**config.mk**
```make
export PLATFORM = sky130hd
export DESIGN_NAME = pipeline_stall_controller_flat
export DESIGN_NICKNAME = d
export VERILOG_FILES = /design/src/rtl/pipeline_stall_controller_if.sv /design/src/rtl/pipeline_stall_controller.sv /design/src/flat_wrapper.sv
export SDC_FILE = /design/constraint.sdc
export NUM_CORES = 1
export LEC_CHECK = 0
export ABC_AREA = 0
export CORE_UTILIZATION = 50
export DETAILED_ROUTE_END_ITERATION = 6
export PLACE_DENSITY_LB_ADDON = 0.08
export SLEW_MARGIN = 20
export SYNTH_ARGS = -nofsm -noshare
export SYNTH_HDL_FRONTEND = slang
export SYNTH_SLANG_ARGS = --single-unit
```
**constraint.sdc**
```tcl
create_clock -name clk_i -period 4.7 [get_ports clk_i]
set_clock_uncertainty 0.05 [all_clocks]
set_input_delay 0.94 -clock clk_i [delete_from_list [all_inputs] [get_ports clk_i]]
set_output_delay 0.94 -clock clk_i [all_outputs]
set_load 0.05 [all_outputs]
```
**src/rtl/pipeline_stall_controller_if.sv**
```systemverilog
// pipeline_stall_controller_if: hazard/branch/memory requests in, pipeline register controls out
// Ports (from the controller's point of view, slave modport):
//   enable_i, load_use_i, sl_trigger_i, mem_busy_i, branch_taken_i, clr_stats_i : requests
//   PCWrite_o, if_id_write_o, if_id_flush_o, nopMux_select_o,
//   id_ex_write_o, ex_mem_write_o, stall_active_o, stall_count_o                : controls/status
interface pipeline_stall_controller_if #(
    parameter int CNT_WIDTH = 16
);
    logic                 enable_i;
    logic                 load_use_i;
    logic                 sl_trigger_i;
    logic                 mem_busy_i;
    logic                 branch_taken_i;
    logic                 clr_stats_i;
    logic                 PCWrite_o;
    logic                 if_id_write_o;
    logic                 if_id_flush_o;
    logic                 nopMux_select_o;
    logic                 id_ex_write_o;
    logic                 ex_mem_write_o;
    logic                 stall_active_o;
    logic [CNT_WIDTH-1:0] stall_count_o;
    modport master (
        output enable_i, load_use_i, sl_trigger_i, mem_busy_i, branch_taken_i, clr_stats_i,
        input  PCWrite_o, if_id_write_o, if_id_flush_o, nopMux_select_o,
               id_ex_write_o, ex_mem_write_o, stall_active_o, stall_count_o
    );
    modport slave (
        input  enable_i, load_use_i, sl_trigger_i, mem_busy_i, branch_taken_i, clr_stats_i,
        output PCWrite_o, if_id_write_o, if_id_flush_o, nopMux_select_o,
               id_ex_write_o, ex_mem_write_o, stall_active_o, stall_count_o
    );
endinterface

```
**src/rtl/pipeline_stall_controller.sv**
```systemverilog
// pipeline_stall_controller: prioritised stall/flush/bubble sequencer with saturating stall counter
// Ports:
//   clk_i  : clock, state updates on posedge
//   rst_ni : asynchronous active-low reset
//   bus    : pipeline_stall_controller_if.slave (requests in, pipeline controls and stall_count out)
module pipeline_stall_controller #(
    parameter int STORE_STALL_CYCLES = 2,
    parameter int CNT_WIDTH          = 16
) (
    input logic                        clk_i,
    input logic                        rst_ni,
    pipeline_stall_controller_if.slave bus
);
    typedef enum logic {RUN, FIXED_STALL} state_e;
    state_e               state_q, state_d;
    logic [3:0]           cnt_q, cnt_d;
    logic [CNT_WIDTH-1:0] stall_count_q, stall_count_d;
    logic                 go, stall, pc_write;
    always_comb begin
        go       = bus.enable_i & ~bus.mem_busy_i;
        // a taken branch overrides both the fixed stall and a load-use bubble
        stall    = ~bus.branch_taken_i & ((state_q == FIXED_STALL) | bus.load_use_i);
        pc_write = go & ~stall;
        state_d  = state_q;
        cnt_d    = cnt_q;
        if (go) begin
            if (state_q == RUN) begin
                if (bus.sl_trigger_i & ~bus.branch_taken_i) begin
                    state_d = FIXED_STALL;
                    cnt_d   = 4'(STORE_STALL_CYCLES);
                end
            end else if (bus.branch_taken_i || cnt_q == 4'd1) begin
                state_d = RUN;
                cnt_d   = '0;
            end else begin
                cnt_d = cnt_q - 4'd1;
            end
        end
        stall_count_d = bus.clr_stats_i ? '0 :
                        (!pc_write && stall_count_q != '1) ? stall_count_q + CNT_WIDTH'(1) :
                        stall_count_q;
    end
    assign bus.PCWrite_o       = pc_write;
    assign bus.if_id_write_o   = pc_write;
    assign bus.if_id_flush_o   = go & bus.branch_taken_i;
    assign bus.nopMux_select_o = go & (bus.branch_taken_i | stall);
    assign bus.id_ex_write_o   = go;
    assign bus.ex_mem_write_o  = go;
    assign bus.stall_active_o  = state_q == FIXED_STALL;
    assign bus.stall_count_o   = stall_count_q;
    always_ff @(posedge clk_i or negedge rst_ni) begin
        if (!rst_ni) begin
            state_q       <= RUN;
            cnt_q         <= '0;
            stall_count_q <= '0;
        end else begin
            state_q       <= state_d;
            cnt_q         <= cnt_d;
            stall_count_q <= stall_count_d;
        end
    end
endmodule

```
**src/flat_wrapper.sv**
```systemverilog
// flat-port wrapper written by rule: the top's interface ports become plain ports
module pipeline_stall_controller_flat 
#(
    parameter int STORE_STALL_CYCLES = 2,
    parameter int CNT_WIDTH          = 16
)
  (clk_i, rst_ni, bus_enable_i, bus_load_use_i, bus_sl_trigger_i, bus_mem_busy_i, bus_branch_taken_i, bus_clr_stats_i, bus_PCWrite_o, bus_if_id_write_o, bus_if_id_flush_o, bus_nopMux_select_o, bus_id_ex_write_o, bus_ex_mem_write_o, bus_stall_active_o, bus_stall_count_o);
  pipeline_stall_controller_if #(.CNT_WIDTH(CNT_WIDTH)) bus_i ();
  input logic clk_i;
  input logic rst_ni;
  input wire logic [$bits(bus_i.enable_i)-1:0] bus_enable_i;
  input wire logic [$bits(bus_i.load_use_i)-1:0] bus_load_use_i;
  input wire logic [$bits(bus_i.sl_trigger_i)-1:0] bus_sl_trigger_i;
  input wire logic [$bits(bus_i.mem_busy_i)-1:0] bus_mem_busy_i;
  input wire logic [$bits(bus_i.branch_taken_i)-1:0] bus_branch_taken_i;
  input wire logic [$bits(bus_i.clr_stats_i)-1:0] bus_clr_stats_i;
  output wire logic [$bits(bus_i.PCWrite_o)-1:0] bus_PCWrite_o;
  output wire logic [$bits(bus_i.if_id_write_o)-1:0] bus_if_id_write_o;
  output wire logic [$bits(bus_i.if_id_flush_o)-1:0] bus_if_id_flush_o;
  output wire logic [$bits(bus_i.nopMux_select_o)-1:0] bus_nopMux_select_o;
  output wire logic [$bits(bus_i.id_ex_write_o)-1:0] bus_id_ex_write_o;
  output wire logic [$bits(bus_i.ex_mem_write_o)-1:0] bus_ex_mem_write_o;
  output wire logic [$bits(bus_i.stall_active_o)-1:0] bus_stall_active_o;
  output wire logic [$bits(bus_i.stall_count_o)-1:0] bus_stall_count_o;
  assign bus_i.enable_i = bus_enable_i;
  assign bus_i.load_use_i = bus_load_use_i;
  assign bus_i.sl_trigger_i = bus_sl_trigger_i;
  assign bus_i.mem_busy_i = bus_mem_busy_i;
  assign bus_i.branch_taken_i = bus_branch_taken_i;
  assign bus_i.clr_stats_i = bus_clr_stats_i;
  assign bus_PCWrite_o = bus_i.PCWrite_o;
  assign bus_if_id_write_o = bus_i.if_id_write_o;
  assign bus_if_id_flush_o = bus_i.if_id_flush_o;
  assign bus_nopMux_select_o = bus_i.nopMux_select_o;
  assign bus_id_ex_write_o = bus_i.id_ex_write_o;
  assign bus_ex_mem_write_o = bus_i.ex_mem_write_o;
  assign bus_stall_active_o = bus_i.stall_active_o;
  assign bus_stall_count_o = bus_i.stall_count_o;
  pipeline_stall_controller #(.STORE_STALL_CYCLES(STORE_STALL_CYCLES), .CNT_WIDTH(CNT_WIDTH)) u_core (.clk_i(clk_i), .rst_ni(rst_ni), .bus(bus_i));
endmodule
```
==> impl_metrics.tcl <==
set metrics [dict create \
    synth_most_common_cell "dfrtp_1" \
    ys_ff_latch 21 \
    synth_top_area_share_pct 40.7 \
    path_clk_slew_ns 0.12 \
    min_path_type "flop to flop" \
    grt_use_total_pct 22.3 \
    worst_slew_pin_slew_ns 0.952 \
    nNetsFinal 175 \
    cts_buffers 3 \
    dieArea_sq_um 2790 \
    grt_pass1_wl_um 4550 \
    worst_setup_path_end_kind "primary output" \
    fin_crit_ns 4.10 \
    cts_max_level 1 \
    cap_viol_max_count 0 \
    yosys-top-cells-count "dfrtp_1, a21oi_1, nor2_1, nor2b_1" \
    avgRoutedWirePerCell_um 14.2 \
    drive_gt1_share_pct 10.4 \
    grt_antenna_before_repair 0 \
    setup_viol 0 \
    num_antenna_cells 0 \
    yosysTopAreaCell "dfrtp_1" \
    cts_tree "built" \
    fmax_mhz 244 \
    cts_buffer_depth 2 \
    status "completed" \
    powerDensity_nw_per_um2 270 \
    synth_area_sq_um 1290 \
    route.detailed.drc 0 \
    coreArea_sq_um 2450 \
    dpl.hpwl_um 1960 \
    post_cts_buffers 0 \
    peakVddDrop_uv 240 \
    ys_warn_count 0 \
    post_dp_cell_area_sq_um 1580 \
    finalWirelength_um 2740 \
    cts_resized 0 \
    required_ns 3.71 \
    rows 18 \
    syn_inst 138 \
    grt_pass1_vias 1050 \
    critPathLaunchType "input port" \
    drt_iter0_drc 14 \
    ios 31 \
    power.leakage_uw 0.000611 \
    final_util_pct 65.4 \
    worst_ep_arrival_time_ns 3.11 \
    syn_nets 149 \
    yosysUniqueCellTypes 37 \
    fin_area_sq_um 1610 \
    drtAntennaViolNets 0 \
    drtPass1Iterations 4 \
    ys.flop_type "dfrtp_1" \
    synth-edff-count 0 \
    die_w_um 52.8 \
    start_util_pct 52.5 \
    cts-root-buf "clkbuf_4" \
    hold_viol_final 0 \
    dr_total_vias 1164 \
    power_uw 433 \
    finalMaxSlewViolations 0 \
    grt_max_degree 23 \
    setup_tns_ns 0 \
    numPortBuffers 30 \
    detail_route.vias_per_cell 6.03 \
    area_growth_pct 24.4 \
    cp_max_fo 11 \
    clk_latency_ns 0.31 \
    fin_crit_sh_pct 87.3 \
    synth.avg_cell_area_sq_um 9.35 \
    ctsHoldBuffers 0 \
    synthTopCellsByArea "dfrtp_1, mux2_2, o31ai_1, or4_1, a21oi_1" \
    ys_seq_area_share_pct 40.7 \
    cts_sinks 21 \
    relSlewSlack_pct 36.4 \
    rsz0062_at_grt "no" \
    place_congestion 0.748 \
    gr-total-overflow 0 \
    synthArstFlopShare_pct 100 \
    die_y_um 52.8 \
    crit_type "input port to primary output" \
]
-- cell type report --
class | count | area, sq um
multi-input combinational | 100 | 677
timing repair buffer | 32 | 315
sequential | 21 | 526
inverter | 6 | 22.5
tap | 30 | 37.5
clock inverter | 1 | 5.00
fill | 220 | 850
clock buffer | 3 | 22.5
-- cell families (layout without fill, tap and decap cells) --
logic type,count (synthesis),after routing,synth area share (%)
and+or+nand+nor,58,58,26.6
AOI/OAI and AO/OA,32,32,16.5
DFF,21,21,40.7
buffers and inverters,17,42,7.27
muxes,7,7,6.01
adders and majority gates,3,3,2.91
-- layout by cell type, fill, tap and decap left out, types with 2 or more instances in the layout --
master	count
a21oi_1	10
a31oi_1	2
and2_1	3
buf_4	2
clkbuf_4	3
clkdlybuf4s50_1	30
dfrtp_1	21
ha_1	3
inv_1	6
mux2_2	5
nand2_1	4
nand3_1	6
nand4_1	6
nor2_1	8
nor2b_1	8
nor3_1	2
nor4_1	5
nor4b_1	2
o21ai_0	7
o31ai_1	7
or4_1	7
-- critical path, cell delays in order --
cell	delay (ns)
clkdlybuf4s50_1	0.45
nor2b_1	0.53
and2_1	0.35
clkdlybuf4s50_1	0.84
-- metrics by stage --
step | hold slack (ns) | setup slack [ns] | std cells
6_report | 0.510 | 0.597 | 193
5_1_grt | 0.545 | 0.480 | 193
4_1_cts | 0.518 | 0.567 | 193
3_5_place_dp | 0.487 | 0.569 | 189
3_3_place_gp | 0.463 | 0.656 | 189
2_1_floorplan | 0.440 | 1.56 | 138
-- final timing paths --
kind / slack, ns / end / from / cells after the start
worst min register to register: 0.51 / u_core.cnt_q[2] / u_core.cnt_q[2] / 1
min in group asynchronous: 1.10 / u_core.bus.stall_count_o[15] / rst_ni / 1
worst max-delay path: 0.60 / bus_if_id_write_o / bus_enable_i / 4
worst min-delay path: 0.51 / u_core.cnt_q[2] / u_core.cnt_q[2] / 1
worst max register to register: 2.49 / u_core.bus.stall_count_o[6] / u_core.bus.stall_count_o[7] / 5
max in group asynchronous: 2.93 / u_core.cnt_q[1] / rst_ni / 1
-- power by group --
part	leakage (uW)	total (uW)	internal [uW]	switching, uW
sequential	0.000285	225	199	25.7
combinational	0.000308	119	50.8	68.3
clock	0.0000177	89.4	31.8	57.6
-- sequential cells by signal, indices dropped and copies added (netlist names) --
name	flops
u_core.bus.stall_count_o	16
u_core.bus.stall_active_o	1
u_core.cnt_q	4
-- layer usage --
| layer | GRT usage (%) | share of wire, % | vias up | wire length (um) |
|---|---|---|---|---|
| li1 | - | - | 564 | - |
| met1 | 27.7 | 47 | 564 | 1300 |
| met2 | 37.8 | 47 | 31 | 1300 |
| met3 | 3.19 | 3.9 | 5 | 106 |
| met4 | 10.1 | 1.5 | 0 | 42 |
| met5 | 0 | 0 | - | 0 |
No activity file was read; power rests on OpenSTA's default activity.
